<file path="config.mk">
export PLATFORM = sky130hd
export DESIGN_NAME = clock_rate_scheduler
export DESIGN_NICKNAME = d
export VERILOG_FILES = /design/src/rtl/clock_rate_scheduler.sv
export SDC_FILE = /design/constraint.sdc
export NUM_CORES = 1
export LEC_CHECK = 0
export BUFFER_PORTS_ARGS = -buffer_cell sky130_fd_sc_hd__buf_4
export CAP_MARGIN = 0
export CORE_ASPECT_RATIO = 1.75
export CORE_MARGIN = 5
export CORE_UTILIZATION = 30
export CTS_BUF_LIST = sky130_fd_sc_hd__clkbuf_16
export DETAILED_ROUTE_END_ITERATION = 8
export PLACE_DENSITY = 0.49
export SYNTH_ARGS = -nofsm -noshare
export SYNTH_HDL_FRONTEND = slang
export SYNTH_SLANG_ARGS = --single-unit
</file>
<file path="constraint.sdc">
create_clock -name clk -period 4.1 [get_ports clk]
set_input_delay 0.615 -clock clk [delete_from_list [all_inputs] [get_ports clk]]
set_output_delay 0.615 -clock clk [all_outputs]
set_load 0.01 [all_outputs]
</file>
<file path="src/rtl/clock_rate_scheduler.sv">
// Phase-accumulator timebase whose increment is reprogrammed by round-robin
// arbitrated requesters; a new increment only takes effect at an accumulator wrap.
//
// state | meaning
// IDLE  | no update latched; arbitrate eligible requests
// PEND  | pend_inc/owner latched; waiting for a wrap (or frozen accumulator)
module clock_rate_scheduler #(
  parameter int          WIDTH       = 32,
  parameter int          NREQ        = 4,
  parameter int unsigned DEFAULT_INC = 86
) (
  input  logic                   clk,
  input  logic                   reset,
  input  logic [NREQ-1:0]        req,
  input  logic [NREQ*WIDTH-1:0]  inc_in,
  output logic [NREQ-1:0]        grant,
  output logic                   slowClk,
  output logic                   tick,
  output logic                   busy,
  output logic [WIDTH-1:0]       active_inc
);

  localparam int IW = (NREQ > 1) ? $clog2(NREQ) : 1;

  typedef enum logic {IDLE, PEND} state_t;

  state_t           state, state_nx;
  logic [WIDTH-1:0] count, pend_inc;
  logic [WIDTH:0]   sum;
  logic             carry, latch, apply, found;
  logic [IW-1:0]    rr, rr_nx, owner, win, idx;
  logic [NREQ-1:0]  elig;

  assign sum     = {1'b0, count} + {1'b0, active_inc};
  assign carry   = sum[WIDTH];
  assign slowClk = count[WIDTH-1];
  assign busy    = (state == PEND);
  // a requester whose grant is showing this cycle may still hold req; ignore it
  assign elig    = req & ~grant;
  assign rr_nx   = (owner == IW'(NREQ-1)) ? '0 : owner + IW'(1);

  always_comb begin
    found = 1'b0;
    win   = '0;
    idx   = '0;
    for (int k = 0; k < NREQ; k++) begin
      idx = IW'((int'(rr) + k) % NREQ);
      if (!found && elig[idx]) begin
        found = 1'b1;
        win   = idx;
      end
    end
  end

  always_comb begin
    state_nx = state;
    latch    = 1'b0;
    apply    = 1'b0;
    case (state)
      IDLE: begin
        if (found) begin
          latch    = 1'b1;
          state_nx = PEND;
        end
      end
      PEND: begin
        // a zero increment never carries, so apply without waiting
        if (carry || (active_inc == '0)) begin
          apply    = 1'b1;
          state_nx = IDLE;
        end
      end
      default: state_nx = IDLE;
    endcase
  end

  always_ff @(posedge clk or posedge reset) begin
    if (reset) begin
      state      <= IDLE;
      count      <= '0;
      active_inc <= WIDTH'(DEFAULT_INC);
      pend_inc   <= '0;
      owner      <= '0;
      rr         <= '0;
      grant      <= '0;
      tick       <= 1'b0;
    end else begin
      state <= state_nx;
      count <= sum[WIDTH-1:0];
      tick  <= carry;
      grant <= '0;
      if (latch) begin
        pend_inc <= inc_in[win*WIDTH +: WIDTH];
        owner    <= win;
      end
      if (apply) begin
        active_inc   <= pend_inc;
        grant[owner] <= 1'b1;
        rr           <= rr_nx;
      end
    end
  end

endmodule

</file>
==> results.sh, run 1 <==
export IMPL_numCtsBuffers=9
export IMPL_yosysSeqAreaShare=0.415
export IMPL_yosys_top_cells_count="nand2_1, dfrtp_1, o21ai_0"
export IMPL_initial_core_util=0.306
export IMPL_grt_pass1_wl_mm=28.5
export IMPL_utilization=0.395
export IMPL_hpwl_mm=14.3
export IMPL_drv_cap=0
export IMPL_pre_cts_ws_ns=0.924
export IMPL_die_x_um=120
export IMPL_place_congestion=0.794
export IMPL_numClockSinks=106
export IMPL_cp_slowest_stage_delay_ns=0.42
export IMPL_synthFlopType="dfrtp_1"
export IMPL_coreArea_um2=20900
export IMPL_post_route_min_period_ns=3.18
export IMPL_report_final_slew_viol_count=0
export IMPL_tns_ns=0
export IMPL_antenna_found_initial=0
export IMPL_route_antenna_remaining_nets=0
export IMPL_diodes=0
export IMPL_rr_startpoint="active_inc[0]"
export IMPL_async_flop_share=1.00
export IMPL_crit_family="compound AO/OA/AOI/OAI gates"
export IMPL_reg2reg_depth=11
export IMPL_skew_ns=0.00883
export IMPL_r2r_end="active_inc[13]"
export IMPL_cts_resized=0
export IMPL_layout_nets=1066
export IMPL_power_frac_comb=0.629
export IMPL_dieArea_um2=24500
export IMPL_drtPass1Iterations=6
export IMPL_synth_seq_cells=106
export IMPL_setup_worst_path_start="active_inc[0]"
export IMPL_clk_latency_ns=0.36
export IMPL_yosysWarnings=0
export IMPL_hold_buffers=0
export IMPL_holdWs_ns=0.382
export IMPL_instances_no_fill=1152
export IMPL_cp_arrival_ns=3.42
export IMPL_slew_headroom=0.421
export IMPL_syn_to_final_growth_pct=29.1
export IMPL_vias_per_cell=4.71
export IMPL_boundaryPins=173
export IMPL_fin_area_um2=8270
export IMPL_crit_chain="ha_1 -> fa_1 -> a21o_1 -> nand3_1 -> a31oi_2 -> o31ai_2 -> and4_4 -> nor2_4 -> o211ai_4 -> buf_12 -> mux2_2"
export IMPL_period_share=0.775
export IMPL_hold_class="input pin to async pin"
export IMPL_dp_cells=1136
export IMPL_cts_tree="built"
export IMPL_path_buf_inv=1
export IMPL_critPathLaunchType="register"
export IMPL_p_int_mw=4.41
export IMPL_switching_share=0.449
export IMPL_drc_errors=0
export IMPL_power_per_cell_area_nw_per_um2=968
export IMPL_synth_top_area_share=0.399
export IMPL_first_iter_violations=243
export IMPL_power_total_mw=8.00
export IMPL_fmax_ghz=0.315
export IMPL_pwr_share_clk=0.106
export IMPL_netSwitchingPower_mw=3.59
export IMPL_yosys_cell_types_count=62
export IMPL_cp_required_ns=4.34
export IMPL_postCtsSetupBuffers=0
export IMPL_grt_pass1_vias=5609
export IMPL_cts_root_buffer="clkbuf_16"
export IMPL_portBuffers=172
export IMPL_reg2reg_slack_ns=0.92
export IMPL_p_seq_frac=0.265
export IMPL_grt_ovfl_total=0
export IMPL_clk_pin_slew_worst_paths_ns=0.08
export IMPL_synthTopCellsByArea="dfrtp_1, nand2_1, ha_1"
export IMPL_setup_viol_count_final=0
export IMPL_wirelength_mm=17.9
export IMPL_hold_viol=0
export IMPL_synth_edff_count=0
export IMPL_post_synth_top_count_cell="nand2_1"
export IMPL_status="completed"
export IMPL_drive_gt1_frac=0.284
export IMPL_rsz0062_at_grt="no"
export IMPL_std_cell_rows=70
export IMPL_syn_nets=906
export IMPL_crit_slowest_cell="dfrtp_1"
export IMPL_grt_max_degree=56
export IMPL_clk_path_buf_depth=2
export IMPL_chipHeight_um=203
export IMPL_synthesis_area_um2=6400
export IMPL_htreeDepth=3
export IMPL_grt_use_total=0.145
export IMPL_num_fill_cells=2144
export IMPL_fin_ws_ns=0.921
export IMPL_syn_area_per_cell_um2=8.71
export IMPL_crit_fanout=38
export IMPL_ir_drop_mv=0.398
export IMPL_tightest_slew_ns=0.866
export IMPL_yosysTopAreaCell="dfrtp_1"
export IMPL_synthCells=735
export IMPL_wl_per_cell_um=15.5
export IMPL_leakage_nw=4.05
export IMPL_end_kind="register"
export IMPL_place_area_um2=7980
export IMPL_path_class="register to register"
export IMPL_vias=5428
[sequential cells by signal (all words and copies together) (netlist names)]
name,count
active_inc,32
count,32
busy,1
pend_inc,32
owner,2
tick,1
grant,4
rr,2
[worst max path at each step]
stage | to | slack [ns] | cells after the start
after global placement | active_inc[24] | 0.95 | 11
after detailed placement | active_inc[16] | 0.92 | 11
after floorplan | active_inc[0] | 0.70 | 1
after CTS | active_inc[16] | 0.90 | 11
after global routing | active_inc[16] | 0.78 | 11
final | active_inc[13] | 0.92 | 11
[final cells by class]
| type | count | area, um^2 | share of cell area |
|---|---|---|---|
| clock buffer | 9 | 225 | 0.0272 |
| multi-input combinational | 571 | 3520 | 0.426 |
| sequential | 106 | 2660 | 0.322 |
| tap | 252 | 315 | 0.0381 |
| inverter | 26 | 100 | 0.0121 |
| clock inverter | 7 | 58.8 | 0.00711 |
| timing repair buffer | 181 | 1380 | 0.167 |
[cells in the final DEF, fill, tap and decap left out, types with 2 or more instances in the layout]
cell type  netlist  final
mux2_2          19     19
a21o_1           8      8
dfrtp_1        102    102
clkbuf_16        0      9
o21bai_1         3      3
nand3b_1         2      2
nor2_4           1      2
o211ai_1         3      3
nor2b_1          2      2
o21a_1           8      8
and2_1           2      2
a21oi_1         29     29
buf_12           0      2
inv_1           26     25
nand2b_1         5      5
nor4_1          10     10
buf_4            1    179
xnor2_1         22     22
o21ai_0         78     78
a31oi_1          2      2
o31ai_1          2      2
mux2_4          16     16
nand2_1        207    207
nor2_1          25     24
nand4_1          3      3
dfstp_2          4      4
nand3_1         41     41
inv_6            0      3
o21ai_1          5      5
nor3_1           5      5
ha_1            36     36
xor2_1           5      5
or2_2            2      2
[layer usage]
layer  global-route usage  vias to the layer above  routed length, um
met5                    0                        -                  0
met4               0.0442                        0                340
met3               0.0258                       16                687
met2                0.257                      114               9200
met1                0.178                     2450               7660
li1                     -                     2848                  -
[kinds of logic after synthesis]
family | Yosys count | share of synthesized area
xor+xnor | 27 | 0.0369
fa+ha+maj | 37 | 0.0735
flops | 106 | 0.415
buf+inv | 58 | 0.0389
simple gates | 314 | 0.213
mux | 35 | 0.0710
compound gates | 158 | 0.152
[power groups by stage]
stage	registers (mW)	clock network (mW)	logic [mW]
3_3_place_gp	2.15	0	5.06
6_report	2.12	0.848	5.03
4_1_cts	2.13	0.876	5.12
3_5_place_dp	2.15	0	5.10
5_1_grt	2.19	0.911	5.66
2_1_floorplan	2.05	0	3.78
Power figures use the tool's default switching activity.
==> inputs of run 2 (changes only) <==
--- a/config.mk
+++ b/config.mk
@@ -5,6 +5,7 @@
 export SDC_FILE = /design/constraint.sdc
 export NUM_CORES = 1
 export LEC_CHECK = 0
+export ABC_AREA = 1
 export BUFFER_PORTS_ARGS = -buffer_cell sky130_fd_sc_hd__buf_4
 export CAP_MARGIN = 0
 export CORE_ASPECT_RATIO = 1.75
@@ -12,7 +13,7 @@
 export CORE_UTILIZATION = 30
 export CTS_BUF_LIST = sky130_fd_sc_hd__clkbuf_16
 export DETAILED_ROUTE_END_ITERATION = 8
-export PLACE_DENSITY = 0.49
+export PLACE_DENSITY = 0.48
 export SYNTH_ARGS = -nofsm -noshare
 export SYNTH_HDL_FRONTEND = slang
 export SYNTH_SLANG_ARGS = --single-unit
==> constraint.sdc (replaced) <==
create_clock -name clk -period 3.21 [get_ports clk]
set_input_delay 0.4815 -clock clk [delete_from_list [all_inputs] [get_ports clk]]
set_output_delay 0.4815 -clock clk [all_outputs]
set_load 0.01 [all_outputs]
==> results.sh, run 2 <==
export IMPL_status="completed"
export IMPL_wl_met3_um=668
export IMPL_pwr_share_clk=0.093
export IMPL_yosys_cell_types_count=38
export IMPL_cp_required_ns=3.50
export IMPL_hpwl_mm=18.8
export IMPL_post_route_min_period_ns=2.67
export IMPL_drv_cap=0
export IMPL_portBuffers=172
export IMPL_wl_met2_mm=12.8
export IMPL_holdWs_ns=0.255
export IMPL_synthTopCellsByArea="dfrtp_1, nand3_1, nand2_1"
export IMPL_vias=6844
export IMPL_leakage_nw=4.57
export IMPL_yosysTopAreaCell="dfrtp_1"
export IMPL_coreArea_um2=23200
export IMPL_place_congestion=0.932
export IMPL_netSwitchingPower_mw=6.25
export IMPL_highest_layer="met4"
export IMPL_syn_to_final_growth_pct=25.6
export IMPL_drc_errors=0
export IMPL_drive_gt1_frac=0.217
export IMPL_grt_use_total=0.176
export IMPL_fmax_ghz=0.374
export IMPL_p_seq_frac=0.225
export IMPL_yosysWarnings=0
export IMPL_synthCells=945
export IMPL_layout_common_cells="nand2_1, nand3_1, buf_4"
export IMPL_syn_nets=1116
export IMPL_clk_pin_slew_worst_paths_ns=0.07
export IMPL_layout_commonest_cell="nand2_1"
export IMPL_place_area_um2=8540
export IMPL_numClockSinks=106
export IMPL_hold_class="input pin to async pin"
export IMPL_grt_max_degree=65
export IMPL_period_share=0.833
export IMPL_synth_edff_count=0
export IMPL_report_final_slew_viol_count=0
export IMPL_htreeDepth=3
export IMPL_crit_chain="ha_1 -> fa_1 -> nand3_1 -> nand2_1 -> a21oi_2 -> o21ai_2 -> nand2_1 -> nand3_4 -> nand2_2 -> nand2_1 -> nand2_1"
export IMPL_crit_family="simple AND/OR/NAND/NOR gates"
export IMPL_fin_area_um2=8830
export IMPL_syn_area_per_cell_um2=7.44
export IMPL_cts_root_buffer="clkbuf_16"
export IMPL_p_int_mw=5.46
export IMPL_layout_nets=1269
export IMPL_cp_common_cell="nand2_1"
export IMPL_skew_ns=0.00910
export IMPL_num_fill_cells=2527
export IMPL_grt_ovfl_total=0
export IMPL_hold_viol=0
export IMPL_tightest_slew_ns=0.763
export IMPL_power_frac_comb=0.682
export IMPL_cts_resized=0
export IMPL_die_x_um=126
export IMPL_top_regs="active_inc: 32 flops, count: 32 flops, pend_inc: 32 flops"
export IMPL_synthFlopType="dfrtp_1"
export IMPL_power_per_cell_area_nw_per_um2=1330
export IMPL_wl_per_cell_um=16.7
export IMPL_route_antenna_remaining_nets=0
export IMPL_path_class="register to register"
export IMPL_crit_slowest_cell="nand2_2"
export IMPL_numCtsBuffers=9
export IMPL_diodes=0
export IMPL_clk_path_buf_depth=2
export IMPL_cp_slowest_stage_delay_ns=0.55
export IMPL_dieArea_um2=26700
export IMPL_critPathLaunchType="register"
export IMPL_ir_drop_mv=0.845
export IMPL_std_cell_rows=74
export IMPL_initial_core_util=0.303
export IMPL_postCtsSetupBuffers=0
export IMPL_boundaryPins=173
export IMPL_vias_per_cell=4.86
export IMPL_tns_ns=0
export IMPL_switching_share=0.534
export IMPL_antenna_found_initial=0
export IMPL_path_buf_inv=0
export IMPL_clk_latency_ns=0.35
export IMPL_drtPass1Iterations=4
export IMPL_synth_seq_cells=106
export IMPL_setup_viol_count_final=0
export IMPL_post_synth_top_count_cell="nand2_1"
export IMPL_slew_headroom=0.486
export IMPL_chipHeight_um=213
export IMPL_synthesis_area_um2=7030
export IMPL_wirelength_mm=23.5
export IMPL_routedLengthMet1_mm=9.21
export IMPL_async_flop_share=1.00
export IMPL_rsz0062_at_grt="no"
export IMPL_end_kind="register"
export IMPL_crit_fanout=38
export IMPL_yosysSeqAreaShare=0.378
export IMPL_synth_top_area_share=0.363
export IMPL_hold_buffers=0
export IMPL_first_iter_violations=358
export IMPL_cts_tree="built"
export IMPL_yosys_top_cells_count="nand2_1, nand3_1, dfrtp_1"
export IMPL_grt_pass1_wl_mm=37.5
export IMPL_grt_pass1_vias=7102
export IMPL_cp_arrival_ns=2.96
run 2: cell families after synthesis:
kind of cell,Yosys count,share of synthesized area
XOR/XNOR,29,0.0361
AO/OA/AOI/OAI,83,0.0701
adder cells (fa/ha/maj),37,0.0669
AND/OR/NAND/NOR,591,0.375
buffers and inverters,99,0.0740
flip-flops,106,0.378
run 2: layout make-up:
type	count	area (um^2)	share of cell area
multi-input cells	740	3860	0.438
flip-flops and latches	106	2660	0.301
repair buffers	188	1440	0.163
well taps	304	380	0.0431
clock buffers	9	225	0.0255
inverters	53	205	0.0232
clock inverters	7	60.1	0.00680
run 2: path summary, 6_finish.rpt:
check                               from        endpoint  slack [ns]  depth (start not counted)
setup / recovery           active_inc[0]  active_inc[29]        0.54                         11
hold / removal                     reset        count[0]        0.25                          2
setup reg to reg           active_inc[0]  active_inc[29]        0.54                         11
hold reg to reg             pend_inc[24]    pend_inc[24]        0.48                          2
max in group asynchronous          reset     pend_inc[4]        2.15                          3
min in group clk              inc_in[66]     pend_inc[2]        0.46                          5
run 2: power groups by stage:
| stage | sequential, mW | clock, mW | combinational [mW] |
|---|---|---|---|
| after floorplan | 2.55 | 0 | 6.11 |
| after global placement | 2.66 | 0 | 8.08 |
| after detailed placement | 2.65 | 0 | 8.10 |
| after CTS | 2.64 | 1.13 | 8.12 |
| after global routing | 2.72 | 1.18 | 9.11 |
| final | 2.63 | 1.09 | 7.98 |
run 2: through the flow:
stage,setup WS [ns],instances,power (mW),util
floorplan,0.993,945,8.66,-
global placement,0.538,1391,10.7,0.368
detailed placement,0.498,1391,10.8,0.368
CTS,0.469,1407,11.9,0.380
global route,0.157,1407,13.0,0.380
finish,0.536,1407,11.7,0.380
run 2: routing by layer:
layer  vias to the layer above  GRT usage
li1                       3474          -
met1                      3165      0.200
met2                       166      0.330
met3                        39     0.0168
met4                         0     0.0782
met5                         -          0
